==> config.mk <==
export PLATFORM = sky130hd
export DESIGN_NAME = acc_tilt_filter
export DESIGN_NICKNAME = d
export VERILOG_FILES = /design/src/rtl/acc_tilt_filter_pkg.sv /design/src/rtl/acc_tilt_filter_axis_avg.sv /design/src/rtl/acc_tilt_filter.sv
export SDC_FILE = /design/constraint.sdc
export NUM_CORES = 1
export LEC_CHECK = 0
export CORE_ASPECT_RATIO = 1.2
export CORE_MARGIN = 3
export CORE_UTILIZATION = 55
export DETAILED_ROUTE_END_ITERATION = 10
export GPL_ROUTABILITY_DRIVEN = 0
export MAX_ROUTING_LAYER = met4
export PLACE_DENSITY = 0.73
export SETUP_SLACK_MARGIN = 0.5
export SLEW_MARGIN = 20
export SYNTH_ARGS = -nofsm -noshare
export SYNTH_HDL_FRONTEND = slang
export SYNTH_SLANG_ARGS = --single-unit
==> constraint.sdc <==
create_clock -name clk_50 -period 12.6 [get_ports clk_50]
set_input_delay 2.52 -clock clk_50 [delete_from_list [all_inputs] [get_ports clk_50]]
set_output_delay 2.52 -clock clk_50 [all_outputs]
set_load 0.02 [all_outputs]
==> src/rtl/acc_tilt_filter_pkg.sv <==
// rtl/acc_tilt_filter_pkg.sv - shared state encoding, tilt bit indices and hysteresis helper
package acc_filt_pkg;

  localparam int DATA_W = 12;

  typedef enum logic [2:0] {
    IDLE    = 3'd0,
    CAPTURE = 3'd1,
    AX_X    = 3'd2,
    AX_Y    = 3'd3,
    AX_Z    = 3'd4,
    UPDATE  = 3'd5
  } filt_state_t;

  localparam int RIGHT = 0;
  localparam int LEFT  = 1;
  localparam int DOWN  = 2;
  localparam int UP    = 3;

  // Returns {neg, pos} direction bits; values between the thresholds keep the current bit.
  function automatic logic [1:0] tilt_pair(input logic signed [DATA_W-1:0] v,
                                           input logic [1:0] cur,
                                           input int on_th,
                                           input int off_th);
    logic [1:0] nxt;
    nxt = cur;
    if (v > on_th) nxt[0] = 1'b1;
    else if (v < off_th) nxt[0] = 1'b0;
    if (v < -on_th) nxt[1] = 1'b1;
    else if (v > -off_th) nxt[1] = 1'b0;
    return nxt;
  endfunction

endpackage

==> src/rtl/acc_tilt_filter_axis_avg.sv <==
// rtl/acc_tilt_filter_axis_avg.sv - per-axis history ring and running sum
module acc_axis_avg
  import acc_filt_pkg::*;
#(
  parameter int AVG_LOG2 = 3
) (
  input  logic                            clk_50,
  input  logic                            reset,
  input  logic                            en,
  input  logic [AVG_LOG2-1:0]             wptr,
  input  logic signed [DATA_W-1:0]        din,
  output logic signed [DATA_W+AVG_LOG2-1:0] sum
);

  localparam int DEPTH = 1 << AVG_LOG2;
  localparam int SUM_W = DATA_W + AVG_LOG2;

  logic signed [DATA_W-1:0] hist [DEPTH];
  logic signed [SUM_W-1:0]  din_ext;
  logic signed [SUM_W-1:0]  old_ext;

  assign din_ext = din;
  assign old_ext = hist[wptr];

  always_ff @(posedge clk_50) begin
    if (!reset) begin
      sum <= '0;
      for (int i = 0; i < DEPTH; i++) hist[i] <= '0;
    end else if (en) begin
      sum        <= sum - old_ext + din_ext;
      hist[wptr] <= din;
    end
  end

endmodule

==> src/rtl/acc_tilt_filter.sv <==
// rtl/acc_tilt_filter.sv - sample-rate tick, per-axis moving average and hysteretic tilt code
module acc_tilt_filter
  import acc_filt_pkg::*;
#(
  parameter int SAMPLE_DIV = 500000,
  parameter int AVG_LOG2   = 3,
  parameter int TILT_ON    = 200,
  parameter int TILT_OFF   = 120
) (
  input  logic                     clk_50,
  input  logic                     reset,
  input  logic signed [DATA_W-1:0] x_acc_reg,
  input  logic signed [DATA_W-1:0] y_acc_reg,
  input  logic signed [DATA_W-1:0] z_acc_reg,
  output logic signed [DATA_W-1:0] x_filt,
  output logic signed [DATA_W-1:0] y_filt,
  output logic signed [DATA_W-1:0] z_filt,
  output logic                     filt_valid,
  output logic [3:0]               tilt_dir,
  output logic [2:0]               filt_state
);

  localparam int CNT_W = $clog2(SAMPLE_DIV);
  localparam int SUM_W = DATA_W + AVG_LOG2;

  filt_state_t state_q, state_d;
  logic [CNT_W-1:0]         cnt;
  logic                     tick;
  logic [AVG_LOG2-1:0]      wptr;
  logic signed [DATA_W-1:0] snap_x, snap_y, snap_z;
  logic signed [SUM_W-1:0]  sum_x, sum_y, sum_z;
  logic signed [DATA_W-1:0] nx, ny, nz;
  logic [1:0]               pair_x, pair_y;
  logic [3:0]               tilt_d;

  assign tick       = (cnt == CNT_W'(SAMPLE_DIV - 1));
  assign filt_state = state_q;

  // Arithmetic shift right then truncate is just the upper DATA_W bits of the sum.
  assign nx = sum_x[SUM_W-1:AVG_LOG2];
  assign ny = sum_y[SUM_W-1:AVG_LOG2];
  assign nz = sum_z[SUM_W-1:AVG_LOG2];

  assign pair_x = tilt_pair(nx, {tilt_dir[LEFT], tilt_dir[RIGHT]}, TILT_ON, TILT_OFF);
  assign pair_y = tilt_pair(ny, {tilt_dir[DOWN], tilt_dir[UP]},    TILT_ON, TILT_OFF);

  always_comb begin
    tilt_d        = '0;
    tilt_d[RIGHT] = pair_x[0];
    tilt_d[LEFT]  = pair_x[1];
    tilt_d[UP]    = pair_y[0];
    tilt_d[DOWN]  = pair_y[1];
  end

  always_ff @(posedge clk_50) begin
    if (!reset) state_q <= IDLE;
    else        state_q <= state_d;
  end

  always_comb begin
    state_d = state_q;
    case (state_q)
      IDLE:    if (tick) state_d = CAPTURE;
      CAPTURE: state_d = AX_X;
      AX_X:    state_d = AX_Y;
      AX_Y:    state_d = AX_Z;
      AX_Z:    state_d = UPDATE;
      UPDATE:  state_d = IDLE;
      default: state_d = IDLE;
    endcase
  end

  always_ff @(posedge clk_50) begin
    if (!reset) begin
      cnt        <= '0;
      wptr       <= '0;
      snap_x     <= '0;
      snap_y     <= '0;
      snap_z     <= '0;
      x_filt     <= '0;
      y_filt     <= '0;
      z_filt     <= '0;
      tilt_dir   <= '0;
      filt_valid <= 1'b0;
    end else begin
      cnt        <= tick ? '0 : cnt + 1'b1;
      filt_valid <= (state_q == UPDATE);
      if (state_q == CAPTURE) begin
        snap_x <= x_acc_reg;
        snap_y <= y_acc_reg;
        snap_z <= z_acc_reg;
      end
      if (state_q == UPDATE) begin
        x_filt   <= nx;
        y_filt   <= ny;
        z_filt   <= nz;
        tilt_dir <= tilt_d;
        wptr     <= wptr + 1'b1;
      end
    end
  end

  acc_axis_avg #(.AVG_LOG2(AVG_LOG2)) u_avg_x (
    .clk_50(clk_50), .reset(reset), .en(state_q == AX_X), .wptr(wptr), .din(snap_x), .sum(sum_x)
  );
  acc_axis_avg #(.AVG_LOG2(AVG_LOG2)) u_avg_y (
    .clk_50(clk_50), .reset(reset), .en(state_q == AX_Y), .wptr(wptr), .din(snap_y), .sum(sum_y)
  );
  acc_axis_avg #(.AVG_LOG2(AVG_LOG2)) u_avg_z (
    .clk_50(clk_50), .reset(reset), .en(state_q == AX_Z), .wptr(wptr), .din(snap_z), .sum(sum_z)
  );

endmodule
==> summary.md, run 1 <==
| Metric | Value |
|---|---|
| Layout area overhead | 12.47% |
| Setup total negative slack | 0 ns |
| Initial DRC Count | 1238 |
| Pin count of the biggest net entering global routing | 108 |
| Post-synth EDFFs | 288 |
| Largest cells by area after synthesis | edfxtp_1 40%, dfxtp_1 14%, mux4_2 7.6% |
| CP max stage delay | 0.80 ns |
| Status | complete, no violations |
| PD cells | about 120 nW/um2 |
| Avg Cell Area, Syn | about 11 um2 |
| Pre-antenna DRT Iters | 5 |
| Flops & latches, synth | 438 |
| Setup violators final | 0 |
| Yosys warnings | 0 |
| Worst min path class | flip-flop to flip-flop |
| Crit end category | flip-flop |
| Via count | 14950 |
| CTS resizes | 0 |
| DP Area | 22650 um2 |
| Num CTS Buffers | 42 |
| GRT overflow | 0 |
| Synth area leader | edfxtp_1 |
| Final std cell area, no fill | between 20000 and 25000 um2 |
| Diode count | 0 |
| Hold Crit Start | cnt[0]$_SDFF_PP0_ |
| Vias in the first global route | between 10000 and 15000 |
| Kind of critical path | flip-flop to flip-flop |
| Nets@finish | 2086 |
| Post-DRT Antenna Nets | 0 |
| Yosys top cell area share | just over 40% |
| Normalized max-slew margin | a little under a quarter |
| Part of the cycle the worst path needs | 40.63% |
| Synth unique cells | 57 |
| # port buffers | 81 |
| Req. time, crit path | 13.01 ns |
| Ports | 82 |
| Setup Fix Bufs, Post-CTS | 0 |
| Worst-path clk slew | 0.07 ns |
| CP Launch Type | flip-flop |
| DP Wirelength | 33170 um |
| Initial antenna violation count | 0 |
| Avg WL per Cell | approximately 20 um |
| CP arrival | around 5.5 ns |
| RSZ-0062 raised after global routing | false |
| Seq/Total Area, Yosys | roughly 54% |
| Clock Sinks | around 440 |
| Hold Vio Cnt, Final | 0 |
| Max IR drop VDD | 0.0001173 V |
| Die Footprint | 41340 um2 |
| Pleak | 8.163 nW |
| Filler cells | around 3000 |
| Vias/cell | 5.957 |
| Site Rows | 78 |
| Die W | 186.1 um |
| Later-pin clock latency in the skew report | 0.56 ns |
| Number of max-cap violations | 0 |
| CTS tree | yes |
| Slowest stage cell, crit path | buf_4 |
| First-pass GRT wire length | 81560 um |
| Max H-tree Level | 2 |
| Fmax | 0.1953 GHz |
| Slack of the critical path | 7.480 ns |
| Dpl ws | 7.480 ns |
| Top FF cell, synth | edfxtp_1 |
| Initial Util | 56.11% |
| Clk Tree Root Cell | clkbuf_16 |
| Chain of cells forming the critical path | buf_4 > mux4_2 > mux2_2 > fa_1 > fa_1 > nand2b_1 > a21oi_1 > o211ai_1 > a41oi_1 > nor4_1 > a311o_1 > xnor2_1 > nor2_1 |
| Synthesized cell area | around 21000 um2 |
| Worst slew pin tran | 1.147 ns |
| DRC | 0 |
| Chip height | 222.1 um |
| FFs w/ async S/R, synth | 0% |
| Final min period | 5.120 ns |
| Most frequent cell on the critical path | fa_1 |
| CP Max Fanout | 48 |
| Detailed Route WL | 51230 um |
| Hold path depth | 1 |
| Commonest non-fill, non-tap cell in the layout | nor3_1 |
| Register area | around 12000 um2 |
| Most frequent cells in the layout | 298 x nor3_1, 288 x edfxtp_1, 220 x nand2_1 |
| Overall Global Routing Usage | 26.02% |
| Max-slew violation count | 0 |
| Layout cells sized above 1 | 11.26% |
| Area used by multi-input combinational logic | roughly 8600 um2 |
| Hold_buf cts | 0 |
| Syn nets | approximately 2000 |
| Worst r2r path cells | 13 |
| Longest Clk Path Bufs | 3 |
| Clk_skew | 0.02079 ns |
| Syn Inst Count | 1929 |
| Core area | approximately 38000 um2 |
-- registers in the layout, summed over array words and instances (netlist names), 15 cells and up, named ones only --
register,count
u_avg_x.sum,15
u_avg_y.sum,15
u_avg_x.hist,96
u_avg_y.hist,96
cnt,19
u_avg_z.hist,96
u_avg_z.sum,15
-- final timing paths --
check / end / slack [ns]
worst min register to register: cnt[0]$_SDFF_PP0_ / 0.45
worst max-delay path: u_avg_x.sum[14]$_SDFFE_PN0N_ / 7.48
worst max register to register: u_avg_x.sum[14]$_SDFFE_PN0N_ / 7.48
worst min-delay path: cnt[0]$_SDFF_PP0_ / 0.45
-- worst max-delay path, delay by kind of cell (launching register included) --
| family | cells | cell delay (ns) |
|---|---|---|
| adders and majority gates | 2 | 0.93 |
| AOI/OAI and AO/OA | 4 | 1.11 |
| buffers and inverters | 1 | 0.80 |
| muxes | 2 | 0.90 |
| DFF | 1 | 0.67 |
| xor gates and xnor gates | 1 | 0.14 |
| and+or+nand+nor | 3 | 0.34 |
-- synthesized netlist by cell type, drive strengths merged (8+ instances only) --
cell / count
a31oi: 11
clkinv: 36
dfxtp: 150
xor2: 20
mux4: 72
a21o: 10
xnor2: 31
nand3: 18
inv: 142
nor3: 298
nor2: 61
fa: 42
ha: 50
mux2: 34
clkbuf: 113
a211oi: 10
nand2: 223
nor2b: 8
nand2b: 12
nand4: 13
or3: 8
a21oi: 125
buf: 20
o21ai: 54
edfxtp: 288
-- stage by stage --
stage	std cells	total power [mW]	util, %	hold slack [ns]
floorplan	1929	1.660	-	0.4176
global placement	2431	1.699	59.34	0.4279
detailed placement	2431	1.703	59.34	0.4412
CTS	2508	2.976	62.99	0.4506
global route	2509	3.041	63.11	0.4835
finish	2509	2.962	63.11	0.4494
-- power breakdown --
part	internal (mW)	switching (mW)	total [mW]	leakage [nW]
Sequential	1.56	0.0110	1.57	4.18
Clock	0.748	0.541	1.29	0.680
Combinational	0.0440	0.0603	0.104	3.30
-- logic make-up after synthesis --
group                      synth area share, %
and+or+nand+nor                          14.83
DFF                                      54.42
buffers and inverters                    5.452
AOI/OAI and AO/OA                        6.767
muxes                                    9.596
adders and majority gates                6.849
xor gates and xnor gates                 2.086
-- area by class of cell --
class / instances / share of cell area (%)
clock buffer: 65 / 5.206
clock inverter: 12 / 0.5767
inverter: 178 / 2.785
multi-input combinational: 1180 / 35.80
sequential: 438 / 48.41
tap: 520 / 2.702
timing repair buffer: 116 / 4.520
-- routing by layer --
metal / vias up / part of all wire [%] / GRT usage (%)
li1: 6943 / - / -
met1: 7301 / 40 / 34.36
met2: 616 / 50 / 42.31
met3: 85 / 7.7 / 3.905
met4: 0 / 2.5 / 7.330
met5: - / 0 / -
Power figures use the tool's default switching activity.
==> run 2, diff against run 1 <==
--- a/config.mk
+++ b/config.mk
@@ -11,7 +11,7 @@
 export DETAILED_ROUTE_END_ITERATION = 10
 export GPL_ROUTABILITY_DRIVEN = 0
 export MAX_ROUTING_LAYER = met4
-export PLACE_DENSITY = 0.73
+export PLACE_DENSITY = 0.76
 export SETUP_SLACK_MARGIN = 0.5
 export SLEW_MARGIN = 20
 export SYNTH_ARGS = -nofsm -noshare
==> constraint.sdc (replaced) <==
create_clock -name clk_50 -period 4.4 [get_ports clk_50]
set_input_delay 0.88 -clock clk_50 [delete_from_list [all_inputs] [get_ports clk_50]]
set_output_delay 0.88 -clock clk_50 [all_outputs]
set_load 0.02 [all_outputs]
==> run 2 against run 1 <==
Setup slack worse by 7.1 ns. Sequential power rose to 2.9 times the previous value. Critical path depth unchanged. Non-clock buffer count up 61. Die area unchanged. Core utilization up 3.0 points. Global-route usage up 1.3 points. Clock skew up 0.0047 ns. Design area up 4.8%. Sequential cell count unchanged. Critical path type unchanged. Largest cell class unchanged.
==> summary.md, run 2 (same netlist as run 1, synthesis figures left out) <==
| Metric | Value |
|---|---|
| Routed wl met2 | 27930 um |
| DRC | 0 |
| Hold Vio Cnt, Final | 0 |
| CP Launch Type | flip-flop |
| Hold slack | 0.4504 ns |
| Biggest regs | u_avg_x.hist (96), u_avg_y.hist (96), u_avg_z.hist (96) |
| Max IR drop VDD | between 0.0003 and 0.0004 V |
| Chip height | 222.1 um |
| Num CTS Buffers | 43 |
| Via count | 15710 |
| Later-pin clock latency in the skew report | 0.55 ns |
| Filler cells | roughly 2700 |
| Max H-tree Level | 2 |
| Final std cell area, no fill | roughly 25000 um2 |
| Hold_buf cts | 0 |
| Vias/cell | just over 6 |
| Die Footprint | 41340 um2 |
| Avg WL per Cell | 21.50 um |
| Pre-antenna DRT Iters | 5 |
| Area used by multi-input combinational logic | just over 9000 um2 |
| RSZ-0062 raised after global routing | true |
| Post-DRT Antenna Nets | 0 |
| Max-slew violation count | 0 |
| # port buffers | 81 |
| DP Wirelength | 34470 um |
| CP arrival | around 4.5 ns |
| Most frequent cells in the layout | 297 x nor3_1, 288 x edfxtp_1, 220 x nand2_1 |
| Worst-path clk slew | 0.06 ns |
| Clock Sinks | 438 |
| Dpl cells | between 2000 and 2500 |
| Site Rows | 78 |
| Longest Clk Path Bufs | 3 |
| Number of max-cap violations | 0 |
| Diode count | 0 |
| DP Area | approximately 23000 um2 |
| Normalized max-slew margin | roughly a quarter |
| Core area | 38160 um2 |
| CTS tree | yes |
| Part of the cycle the worst path needs | 92.40% |
| Power, Total | 8.392 mW |
| Detailed Route WL | 55330 um |
| Setup total negative slack | 0 ns |
| CP Max Fanout | 5 |
| Initial DRC Count | roughly 1700 |
| Ports | 82 |
| PD cells | 332.6 nW/um2 |
| Metal-1 WL | 20710 um |
| Final min period | 4.066 ns |
| Worst slew pin tran | 1.108 ns |
| Clk_skew | 0.02554 ns |
| Initial Util | 56.11% |
| Register area | 11660 um2 |
| Top routing layer used | met4 |
| Overall Global Routing Usage | a little over a quarter |
| Status | complete, no violations |
| Vias in the first global route | 15810 |
| Nets@finish | 2148 |
| Fmax | 0.2460 GHz |
| First-pass GRT wire length | 85500 um |
| Kind of critical path | flip-flop to flip-flop |
| GRT overflow | 0 |
| Die W | about 190 um |
| Worst min path class | flip-flop to flip-flop |
| Layout area overhead | 17.85% |
| Commonest non-fill, non-tap cell in the layout | nor3_1 |
| Clk Tree Root Cell | clkbuf_16 |
| Initial antenna violation count | 0 |
| Req. time, crit path | roughly 4.8 ns |
| Non-Filler Instances | 2573 |
| Setup violators final | 0 |
| Met3 wire len | 4230 um |
| Pleak | 8.546 nW |
| Layout cells sized above 1 | 17.39% |
| Pin count of the biggest net entering global routing | 108 |
| Crit end category | flip-flop |
-- run 2: cell count changes in the layout (fill, tap and decap cells not counted), sizes merged --
| cell | change |
|---|---|
| buf | +61 |
| clkinv | +12 |
| clkbuf | -7 |
| inv | -2 |
| bufinv | -1 |
| clkinvlp | +1 |
-- run 2: area by class of cell --
class                   count  share of cell area [%]
clock inverters            22                  0.6892
repair buffers            177                   6.912
multi-input cells        1180                   36.29
well taps                 520                   2.578
flip-flops and latches    438                   46.21
inverters                 178                   2.668
clock buffers              58                   4.651
-- run 2: critical path: stages, from the launching register on --
cell,delay (ns)
dfxtp_4,0.40
buf_12,0.14
mux4_2,0.51
mux2_4,0.29
fa_2,0.48
fa_2,0.38
and2b_1,0.21
o21ai_2,0.08
a21boi_4,0.18
o41ai_2,0.09
and4_1,0.16
or3_4,0.39
mux2i_1,0.13
or4_1,0.51
-- run 2: stage by stage --
| step | setup WS (ns) | utilization, % |
|---|---|---|
| floorplan | 0.3904 | - |
| global placement | 0.2593 | 60.17 |
| detailed placement | 0.1145 | 60.17 |
| CTS | 0.3351 | 64.93 |
| global route | 0.1621 | 66.13 |
| finish | 0.3342 | 66.13 |
-- run 2: repair_timing --
action,4_1_cts,5_1_grt
setup buffers,20,13
setup endpoints to repair,21,21
gates resized for setup,47,78
gates cloned,2,0
pin swaps,20,46
-- run 2: final timing paths --
| check | startpoint | end | slack [ns] | cells past startpoint |
|---|---|---|---|---|
| worst min register to register | cnt[0]$_SDFF_PP0_ | cnt[0]$_SDFF_PP0_ | 0.45 | 1 |
| worst max-delay path | flip-flop | u_avg_z.sum[14]$_SDFFE_PN0N_ | 0.33 | 13 |
| worst min-delay path | cnt[0]$_SDFF_PP0_ | cnt[0]$_SDFF_PP0_ | 0.45 | 1 |
| worst max register to register | flip-flop | u_avg_z.sum[14]$_SDFFE_PN0N_ | 0.33 | 13 |
-- run 2: metal layers --
layer	track usage, %	vias up
met5	-	-
met4	11.80	0
met3	3.807	180
met2	44.89	792
met1	33.84	7664
li1	-	7076
-- run 2: power by group --
group,switching [mW],leakage (nW),internal (mW)
Combinational,0.200,3.71,0.157
Clock,1.55,0.655,2.00
Sequential,0.0312,4.18,4.46
Total,1.78,8.55,6.62
